<file path="src/rtl/lift_call_conditioner.sv">
// lift_call_conditioner
// Cleans up the raw push-button lines of the three-car group before they
// reach the lift top level. Every line has its own synchroniser, debounce
// filter, press-pulse generator and stuck-button detector. A line that stays
// pressed for too long is masked from the call inputs and flagged for
// maintenance until the button is released again.
// Bit packing of the lines: [5:0] car1 floors 0-5, [11:6] car2, [17:12] car3,
// [22:18] hall-up floors 0-4, [27:23] hall-down floors 1-5.

module lift_call_conditioner #(
    parameter int N_LINES     = 28,
    parameter int DEB_CNT     = 10,
    parameter int DEB_W       = 4,
    parameter int PRESC       = 1000,
    parameter int PRESC_W     = 10,
    parameter int STUCK_TICKS = 50,
    parameter int STUCK_W     = 6
) (
    input  logic               clk,
    input  logic               reset,
    input  logic [N_LINES-1:0] btn_raw,
    output logic [N_LINES-1:0] btn_level,
    output logic [N_LINES-1:0] btn_pulse,
    output logic [N_LINES-1:0] stuck,
    output logic               any_stuck
);

    localparam logic [DEB_W-1:0]   DEB_LAST   = DEB_W'(DEB_CNT - 1);
    localparam logic [PRESC_W-1:0] PRESC_LAST = PRESC_W'(PRESC - 1);
    localparam logic [STUCK_W-1:0] HOLD_MAX   = STUCK_W'(STUCK_TICKS);

    logic [N_LINES-1:0] sync1_q;
    logic [N_LINES-1:0] sync2_q;
    logic [N_LINES-1:0] deb_q;
    logic [N_LINES-1:0] deb_d;
    logic [DEB_W-1:0]   cnt_q  [N_LINES];
    logic [DEB_W-1:0]   cnt_d  [N_LINES];
    logic [PRESC_W-1:0] presc_q;
    logic [PRESC_W-1:0] presc_d;
    logic               tick;
    logic [STUCK_W-1:0] hold_q [N_LINES];
    logic [STUCK_W-1:0] hold_d [N_LINES];
    logic [N_LINES-1:0] stuck_q;
    logic [N_LINES-1:0] stuck_d;
    logic [N_LINES-1:0] level_q;
    logic [N_LINES-1:0] level_d;
    logic [N_LINES-1:0] pulse_q;
    logic [N_LINES-1:0] pulse_d;
    logic               any_q;

    // Free-running prescaler; tick marks the last count of each period.
    always_comb begin
        tick    = (presc_q == PRESC_LAST);
        presc_d = tick ? '0 : presc_q + 1'b1;
    end

    // Per-line debounce, hold timer, stuck flag and the registered outputs.
    always_comb begin
        deb_d   = deb_q;
        stuck_d = stuck_q;
        pulse_d = '0;
        level_d = '0;
        for (int i = 0; i < N_LINES; i++) begin
            cnt_d[i]  = '0;
            hold_d[i] = hold_q[i];
            if (sync2_q[i] != deb_q[i]) begin
                if (cnt_q[i] == DEB_LAST) begin
                    deb_d[i] = sync2_q[i];
                end else begin
                    cnt_d[i] = cnt_q[i] + 1'b1;
                end
            end
            if (!deb_q[i]) begin
                hold_d[i] = '0;
            end else if (tick && (hold_q[i] != HOLD_MAX)) begin
                hold_d[i] = hold_q[i] + 1'b1;
            end
            if (!deb_d[i]) begin
                stuck_d[i] = 1'b0;
            end else if (hold_d[i] == HOLD_MAX) begin
                stuck_d[i] = 1'b1;
            end
            pulse_d[i] = deb_d[i] & ~deb_q[i] & ~stuck_q[i];
            level_d[i] = deb_d[i] & ~stuck_d[i];
        end
    end

    // Two-flop synchroniser on the asynchronous button inputs.
    always_ff @(posedge clk) begin
        if (reset) begin
            sync1_q <= '0;
            sync2_q <= '0;
        end else begin
            sync1_q <= btn_raw;
            sync2_q <= sync1_q;
        end
    end

    // Filter, timer and output state; a held button re-qualifies after reset.
    always_ff @(posedge clk) begin
        if (reset) begin
            deb_q   <= '0;
            presc_q <= '0;
            stuck_q <= '0;
            level_q <= '0;
            pulse_q <= '0;
            any_q   <= 1'b0;
            for (int i = 0; i < N_LINES; i++) begin
                cnt_q[i]  <= '0;
                hold_q[i] <= '0;
            end
        end else begin
            deb_q   <= deb_d;
            presc_q <= presc_d;
            stuck_q <= stuck_d;
            level_q <= level_d;
            pulse_q <= pulse_d;
            any_q   <= |stuck_q;
            for (int i = 0; i < N_LINES; i++) begin
                cnt_q[i]  <= cnt_d[i];
                hold_q[i] <= hold_d[i];
            end
        end
    end

    assign btn_level = level_q;
    assign btn_pulse = pulse_q;
    assign stuck     = stuck_q;
    assign any_stuck = any_q;

endmodule

</file>
<file path="config.mk">
export PLATFORM = sky130hd
export DESIGN_NAME = lift_call_conditioner
export DESIGN_NICKNAME = d
export VERILOG_FILES = /design/src/rtl/lift_call_conditioner.sv
export SDC_FILE = /design/constraint.sdc
export NUM_CORES = 1
export LEC_CHECK = 0
export ABC_AREA = 1
export ABC_CLOCK_PERIOD_IN_PS = 1700
export CAP_MARGIN = 10
export CORE_MARGIN = 3
export CORE_UTILIZATION = 54
export DETAILED_ROUTE_END_ITERATION = 8
export PLACE_DENSITY_LB_ADDON = 0.15
export SYNTH_ARGS = -nofsm -noshare
export SYNTH_HDL_FRONTEND = slang
export SYNTH_SLANG_ARGS = --single-unit
</file>
<file path="constraint.sdc">
create_clock -name clk -period 1.7 [get_ports clk]
set_input_delay 0.17 -clock clk [delete_from_list [all_inputs] [get_ports clk]]
set_output_delay 0.17 -clock clk [all_outputs]
set_load 0.02 [all_outputs]
</file>
# Word-level counts from Yosys, hierarchy flattened
# Memories as Yosys holds them, arrays and structs flattened.
# Index checks and enable logic that the tools add are counted.
# classes
eq_ne	113
mux	283
n_bitwise	224
n_reduce_logical	30
n_addsub	57
# op_table
operator	n
$mux 6	84
$mux 4	84
$add 6x1->6 const B	28
$eq 6x6->1 const B	28
$ne 6x6->1 const B	28
$mux 1	115
$add 4x1->4 const B	28
$eq 4x4->1 const B	28
$and 1x1->1	84
$not 1->1	84
$or 1x1->1	56
$logic_and 1x1->1	28
$ne 1x1->1	28
$reduce_or 28->1	1
$add 10x1->10 const B	1
$eq 10x10->1 const B	1
$reduce_or 2->1	1
# totals
mem_bits_rw	280
reg_bits	179
output_inout_bits	85
inputBits	30
mem_count	2
# memory_table
memory	depth	width	read_ports	rd_clocked_by_memory_dff	wr	line	text
hold_q	28	6	28	0	28	41	logic [STUCK_W-1:0] hold_q [N_LINES];
cnt_q	28	4	28	0	28	36	logic [DEB_W-1:0] cnt_q [N_LINES];

# Depth between registers and ports, before layout
# Gate-level depths: netlist of the first run.
# depth
depth_word	9
mapped_depth	14

# Worst setup path after synthesis of the first run
# No wires, ideal clock.
# synth_path
path_type	reg2reg
from	reg presc_q[0]
to	reg level_q[1] (netlist: btn_level[1])
t_arrival_ns	1.642
period_less_slack_ns	1.758
stages_incl_launch_ff	15
t_required_ns	1.584
slack_ns	-0.058
setup_ns	0.116
path_cell_list	dfxtp_1 > ha_1 > nand2_2 > nor2_1 > nand3_2 > buf_6 > buf_2 > nor2_1 > nand2_1 > nand2_1 > nand3_1 > nor2_1 > nand2_1 > nand2_1 > nor2_1
# synth_via
elab_chain_cells	9
# synth_rtl
element	line	text
from (decl)	38	logic [PRESC_W-1:0] presc_q;
from (signal assigned)	114	presc_q <= presc_d;
$eq 10x10->1	53	tick = (presc_q == PRESC_LAST);
$logic_and 1x1->1	75	end else if (tick && (hold_q[i] != HOLD_MAX)) begin
$mux 6	75	
$mux 6	73	if (!deb_q[i]) begin
$eq 6x6->1	80	end else if (hold_d[i] == HOLD_MAX) begin
$mux 1	80	
$mux 1	78	if (!deb_d[i]) begin
$not 1->1	84	level_d[i] = deb_d[i] & ~stuck_d[i];
$and 1x1->1	84	
to (signal assigned)	116	level_q <= level_d;
to (decl)	45	logic [N_LINES-1:0] level_q;
# Every way passes these cells.
# A chain may end at the register's enable or synchronous reset.

# Final worst setup path of the first run
# layout_path
from	reg presc_q[1]
to	reg level_q[20] (netlist: btn_level[20])
# Same word-level chain as after synthesis.

==> flow_summary.yaml, run 1 <==
yosys:
  syn_area_um2: 21300
  synth.distinct_cells: 33
  yosys-top-cells-count: "587 x nor2_1, 575 x nand2_1, 459 x dfxtp_1"
  synth_top_area_cell: "dfxtp_1"
  seq_area_frac_synth_pct: 43.2
  async_flop_share_pct: 0
  synthTopCellsByArea: "dfxtp_1 43%, nor2_1 10%, nand2_1 10%, nand3_1 7.9%, inv_1 7.1%"
  synth-main-ff-cell: "dfxtp_1"
  ys_ff_latch: 459
  syn_area_per_cell_um2: 7.14
  synth_edf_count: 0
  synth_cells: 2978
  synth_most_common_cell: "nor2_1"
  postSynthNetCount: 3121
  netlist.area_leader.share_pct: 43.2
  ys_warn_count: 0
setup_path:
  start_kind: "flip-flop"
  ff2ff_path_depth: 16
  critPathMaxFanout: 7
  required_ns: 2.21
  arrival_ns: 2.46
  end_kind: "flip-flop"
  crit_type: "reg2reg"
drt:
  wl_per_cell_um: 13.9
  routed_wl_um: 53600
  drtIter0Drc: 1149
  final_antenna_net_count: 0
  vias_per_cell: 5.15
  vias: 19900
  drcViolationCount: 0
  first_pass_iters: 7
worst_hold_path:
  hold_depth: 3
  min_path_type: "in2reg"
pwr:
  p_leak_nw: 12.4
  ir_worst_vdd_mv: 0.668
  pwr_density_cell_nw_per_um2: 802
sta:
  relSlewSlack_pct: 62.0
  setup_slack_ns: -0.258
  fin_tns_setup_ns: -14.08
  worst-slew-pin-transition_ns: 0.571
  fin_crit_sh_pct: 115
  finClkSkew_ns: 0.0120
  setup_viol: 116
  fin_crit_ns: 1.96
  timing.fmax_ghz: 0.511
  rsz0062_at_grt: "yes"
  final_max_slew_viol_count: 0
  hold_violations: 0
global_routing:
  antenna_found_initial: 0
  grt_max_degree: 84
  grt_pass1_vias: 18800
  gr-usage-all-layers_pct: 24.1
  grt_pass1_wl_um: 85100
  overflow: 0
cts:
  clock_sinks: 459
  cts_tree: "yes"
  numCtsBuffers: 48
  clk_latency_ns: 0.58
  root_buffer: "clkbuf_16"
  clock_path_buffers: 3
  cts.htree.levels: 2
  path_clk_slew_ns: 0.06
  hold_buffers: 0
cells_and_area:
  area_growth_syn_to_layout_pct: 30.0
  antenna_cells: 0
  fillers: 3090
  design.final.nets: 3459
  drive_gt1_share_pct: 15.8
  instances_no_fill: 3868
die:
  die-area_um2: 41800
  rows: 72
  die_y_um: 204
  die_x_um: 204
  initial_utilization_pct: 54.9
  io_pins: 115
  core_area_um2: 38700
placement:
  portBuffers: 114
  hpwl_um: 33900
  place_inst: 3747
  gp_congestion: 0.888
outcome:
  status: "complete, but fails checks"
  violations: "setup timing"
run:
  maxCapViolCount: 0
## cell type report
| cell class | count | area [µm²] | area share, % |
|---|---|---|---|
| Inverter | 406 | 1530 | 5.53 |
| Clock buffer | 67 | 1400 | 5.08 |
| Sequential cell | 459 | 9200 | 33.3 |
| Multi-Input combinational cell | 2019 | 10900 | 39.5 |
| Clock inverter | 17 | 240 | 0.870 |
| Timing Repair Buffer | 382 | 3700 | 13.4 |
| Tap cell | 518 | 648 | 2.35 |
## per-layer routing
metal / GRT usage [%] / wire length, µm / share of wire (%) / up-vias
met4: 8.41 / 1580 / 2.9 / 0
met5: 0 / 0 / 0 / -
met1: 29.7 / 23200 / 43 / 9219
met3: 3.47 / 2590 / 4.8 / 131
li1: - / - / - / 10000
met2: 43.1 / 26200 / 49 / 549
## cell usage in the layout (no fill, tap or decap), types with 12 or more instances in the layout
cell             count
a21oi_1             44
buf_12              18
buf_4              204
buf_6               30
clkbuf_16           55
clkbuf_8            12
clkdlybuf4s50_1     66
dfxtp_1            454
dlygate4sd2_1       47
ha_1               112
inv_1              397
nand2_1            543
nand2_2             31
nand3_1            282
nand3_2             48
nand3b_1            40
nand4_1             60
nor2_1             540
nor2_2              34
nor2_4              16
nor3_1              56
o211ai_1            14
o21ai_0             30
o21bai_1            18
xnor2_1             29
xor2_1              66
## repair_timing
| item | 4_1_cts | 5_1_grt |
|---|---|---|
| buffers inserted | 12 | 19 |
| pin swaps | 11 | 51 |
| cloned | 7 | 7 |
| setup endpoints to repair | 223 | 204 |
| resized for setup | 109 | 185 |
## logic make-up after synthesis
| group | count (synthesis) | synth area share [%] |
|---|---|---|
| AO/OA/AOI/OAI | 134 | 3.58 |
| buffers and inverters | 500 | 9.02 |
| AND/OR/NAND/NOR | 1677 | 33.6 |
| adder cells (fa/ha/maj) | 113 | 6.65 |
| XOR/XNOR | 95 | 3.91 |
| flip-flops | 459 | 43.2 |
## power by group
| part | total, mW | internal [mW] | switching [mW] | leakage (nW) |
|---|---|---|---|---|
| Clock | 10.9 | 6.64 | 4.23 | 0.811 |
| Combinational | 0.395 | 0.155 | 0.240 | 7.93 |
| Sequential | 10.9 | 10.8 | 0.0476 | 3.71 |
## worst max-delay path, cell delays in order (launching register included)
cell and delay [ns]:
dfxtp_2 0.35, ha_4 0.16, nand2_4 0.07, nor2_4 0.10, nand3_4 0.18, inv_6 0.15, buf_12 0.12, buf_12 0.10
buf_16 0.12, nand3_2 0.06, nand2_1 0.07, nand2_1 0.06, nand2_1 0.08, nor2_1 0.04, nand2_1 0.09, nand2_1 0.06
nor2_1 0.07
## flip-flops by register name (all words and copies together), names as in the netlist
| signal | count |
|---|---|
| hold_q | 168 |
| sync2_q | 28 |
| sync1_q | 28 |
| presc_q | 10 |
| cnt_q | 112 |
| deb_q | 28 |
| any_stuck | 1 |
| stuck | 28 |
| btn_level | 28 |
| btn_pulse | 28 |
## path summary, 6_finish.rpt
check / slack [ns] / startpoint / to
worst max-delay path: -0.26 / presc_q[1] / btn_level[20]
worst max register to register: -0.26 / presc_q[1] / btn_level[20]
worst min-delay path: 0.10 / btn_raw[15] / sync1_q[15]
worst min register to register: 0.40 / sync1_q[12] / sync2_q[12]
## through the flow
| step | util [%] | cell area, µm² | total power, mW | hold slack [ns] | worst slack, ns |
|---|---|---|---|---|---|
| 3_5_place_dp | 63.4 | 24600 | 11.5 | 0.392 | -0.304 |
| 3_3_place_gp | 63.4 | 24600 | 11.5 | 0.391 | -0.203 |
| 6_report | 71.3 | 27600 | 22.2 | 0.103 | -0.258 |
| 2_1_floorplan | - | 21300 | 11.3 | 0.277 | -0.00986 |
| 4_1_cts | 68.9 | 26700 | 22.4 | 0.0745 | -0.188 |
| 5_1_grt | 71.3 | 27600 | 22.9 | 0.108 | -0.368 |
Power figures use the tool's default switching activity.
==> run 2: changes to the inputs <==
- CORE_ASPECT_RATIO: default -> 1.4
==> run 2 against run 1 <==
Against the previous run:
- the flow still finishes with violations (setup timing)
- clock power shrank 6%
- worst setup slack lost 0.037 ns
- non-clock buffer count shrank 5
- design area shrank 2.0%
- hold slack gained 0.023 ns
- via count shrank 1.7%
- critical path depth shrank 3
- utilization shrank 1.4 points
- wire length shrank 2.8%
- clock skew grew 0.0012 ns
- first-iteration DRC count shrank 2.7%
- critical endpoint is now btn_level[12]
- largest cell class unchanged
- highest routed layer unchanged
==> flow_summary.yaml, run 2 (same netlist as run 1, synthesis figures left out) <==
drt:
  drcViolationCount: 0
  wl_per_cell_um: 13.5
  vias: 19600
  vias_per_cell: 5.07
  final_antenna_net_count: 0
  drtIter0Drc: 1118
  first_pass_iters: 7
  routed_wl_um: 52100
cells_and_area:
  final_util_pct: 69.9
  largest_register: "hold_q"
  drive_gt1_share_pct: 14.0
  largest_register_ff_count: 168
  design.final.nets: 3451
  final_cell_mix: "557 x nand2_1, 557 x nor2_1, 456 x dfxtp_1"
  reg_top3: "hold_q (168), cnt_q (112)"
  antenna_cells: 0
  area_growth_syn_to_layout_pct: 27.3
  fillers: 3251
die:
  rows: 85
  io_pins: 115
  die_y_um: 241
  die_x_um: 174
  die-area_um2: 41800
  initial_utilization_pct: 54.9
  core_area_um2: 38700
global_routing:
  grt_pass1_wl_um: 83900
  gr-usage-all-layers_pct: 23.4
  grtUsageMet1_pct: 25.6
  grt_pass1_vias: 19000
  overflow: 0
  met2_usage_pct: 45.5
  busiest_layer: "met2"
  grt_max_degree: 93
  use_met3_pct: 2.88
  antenna_found_initial: 0
placement:
  gp_congestion: 0.858
  portBuffers: 114
  hpwl_um: 34600
setup_path:
  critPathMaxFanout: 5
  end_kind: "flip-flop"
  arrival_ns: 2.45
  crit_type: "reg2reg"
  r2r_slack_ns: -0.30
  start_kind: "flip-flop"
  required_ns: 2.15
sta:
  final_max_slew_viol_count: 0
  setup_slack_ns: -0.295
  fin_crit_ns: 2.00
  setup_viol: 135
  hold_slack_ns: 0.125
  rsz0062_at_grt: "yes"
  fin_tns_setup_ns: -15.86
  worst-slew-pin-transition_ns: 0.496
  fin_crit_sh_pct: 117
  hold_violations: 0
  relSlewSlack_pct: 66.9
  timing.fmax_ghz: 0.501
  finClkSkew_ns: 0.0132
cts:
  numCtsBuffers: 45
  clk_latency_ns: 0.56
  root_buffer: "clkbuf_16"
  clock_sinks: 459
  clock_path_buffers: 3
  hold_buffers: 0
  cts_tree: "yes"
  cts.htree.levels: 2
  path_clk_slew_ns: 0.07
outcome:
  violations: "setup timing"
  status: "complete, but fails checks"
pwr:
  ir_worst_vdd_mv: 0.737
  p_leak_nw: 12.2
  pwr_density_cell_nw_per_um2: 792
worst_hold_path:
  min_path_type: "in2reg"
run:
  maxCapViolCount: 0
[run 2: cell type report]
| cell class | count | area (µm²) | area share (%) |
|---|---|---|---|
| Clock buffer | 64 | 1350 | 4.99 |
| Clock inverter | 15 | 165 | 0.610 |
| Inverter | 406 | 1540 | 5.68 |
| Multi-Input combinational cell | 2019 | 10600 | 39.3 |
| Sequential cell | 459 | 9190 | 34.0 |
| Tap cell | 522 | 653 | 2.41 |
| Timing Repair Buffer | 377 | 3530 | 13.0 |
[run 2: where the power goes]
part           internal (mW)  leakage (nW)  switching (mW)
sequential              10.8          3.71          0.0510
combinational          0.153          7.76           0.233
clock                   5.98         0.744            4.19
total                   17.0          12.2            4.48
[run 2: final timing paths]
check                           startpoint       endpoint  cells after the start
worst max-delay path            presc_q[1]  btn_level[12]                     13
worst min-delay path                 reset  hold_q[0][32]                      3
worst max register to register  presc_q[1]  btn_level[12]                     13
worst min register to register  sync1_q[2]     sync2_q[2]                      2
[run 2: worst max-delay path, cell delays in order (launching register included)]
cell	delay [ns]
dfxtp_2	0.36
ha_4	0.17
nand2_4	0.07
buf_6	0.13
nor2_4	0.19
buf_6	0.17
clkbuf_16	0.15
nand2_1	0.06
o21bai_1	0.15
nand3_1	0.13
nor2_1	0.12
nand2_1	0.08
nand2_1	0.06
nor2_1	0.04
[run 2: metal layers]
layer,wire (µm),up-vias
met2,27300,410
met5,0,-
met1,20600,9038
met3,2120,143
met4,2000,0
li1,-,10000
[run 2: through the flow]
| step | setup slack (ns) | area [µm²] | total power, mW | cells |
|---|---|---|---|---|
| final | -0.295 | 27100 | 21.4 | 3862 |
| after global routing | -0.400 | 27100 | 22.1 | 3862 |
| after floorplan | -0.00986 | 21300 | 11.3 | 2978 |
| after CTS | -0.216 | 26300 | 21.7 | 3833 |
| after global placement | -0.232 | 24600 | 11.5 | 3746 |
| after detailed placement | -0.292 | 24600 | 11.5 | 3746 |
[run 2: what timing repair did]
item	4_1_cts	5_1_grt
pin swaps	6	56
gates cloned	4	7
buffers inserted	4	24
resized for setup	74	121
endpoints found under the hold margin	0	0
setup endpoints to repair	209	213
==> run 3: changes to the inputs <==
- CAP_MARGIN: 10 -> 20
==> results of run 3 <==
Final layout, timing and power as in run 2 (identical DEF).
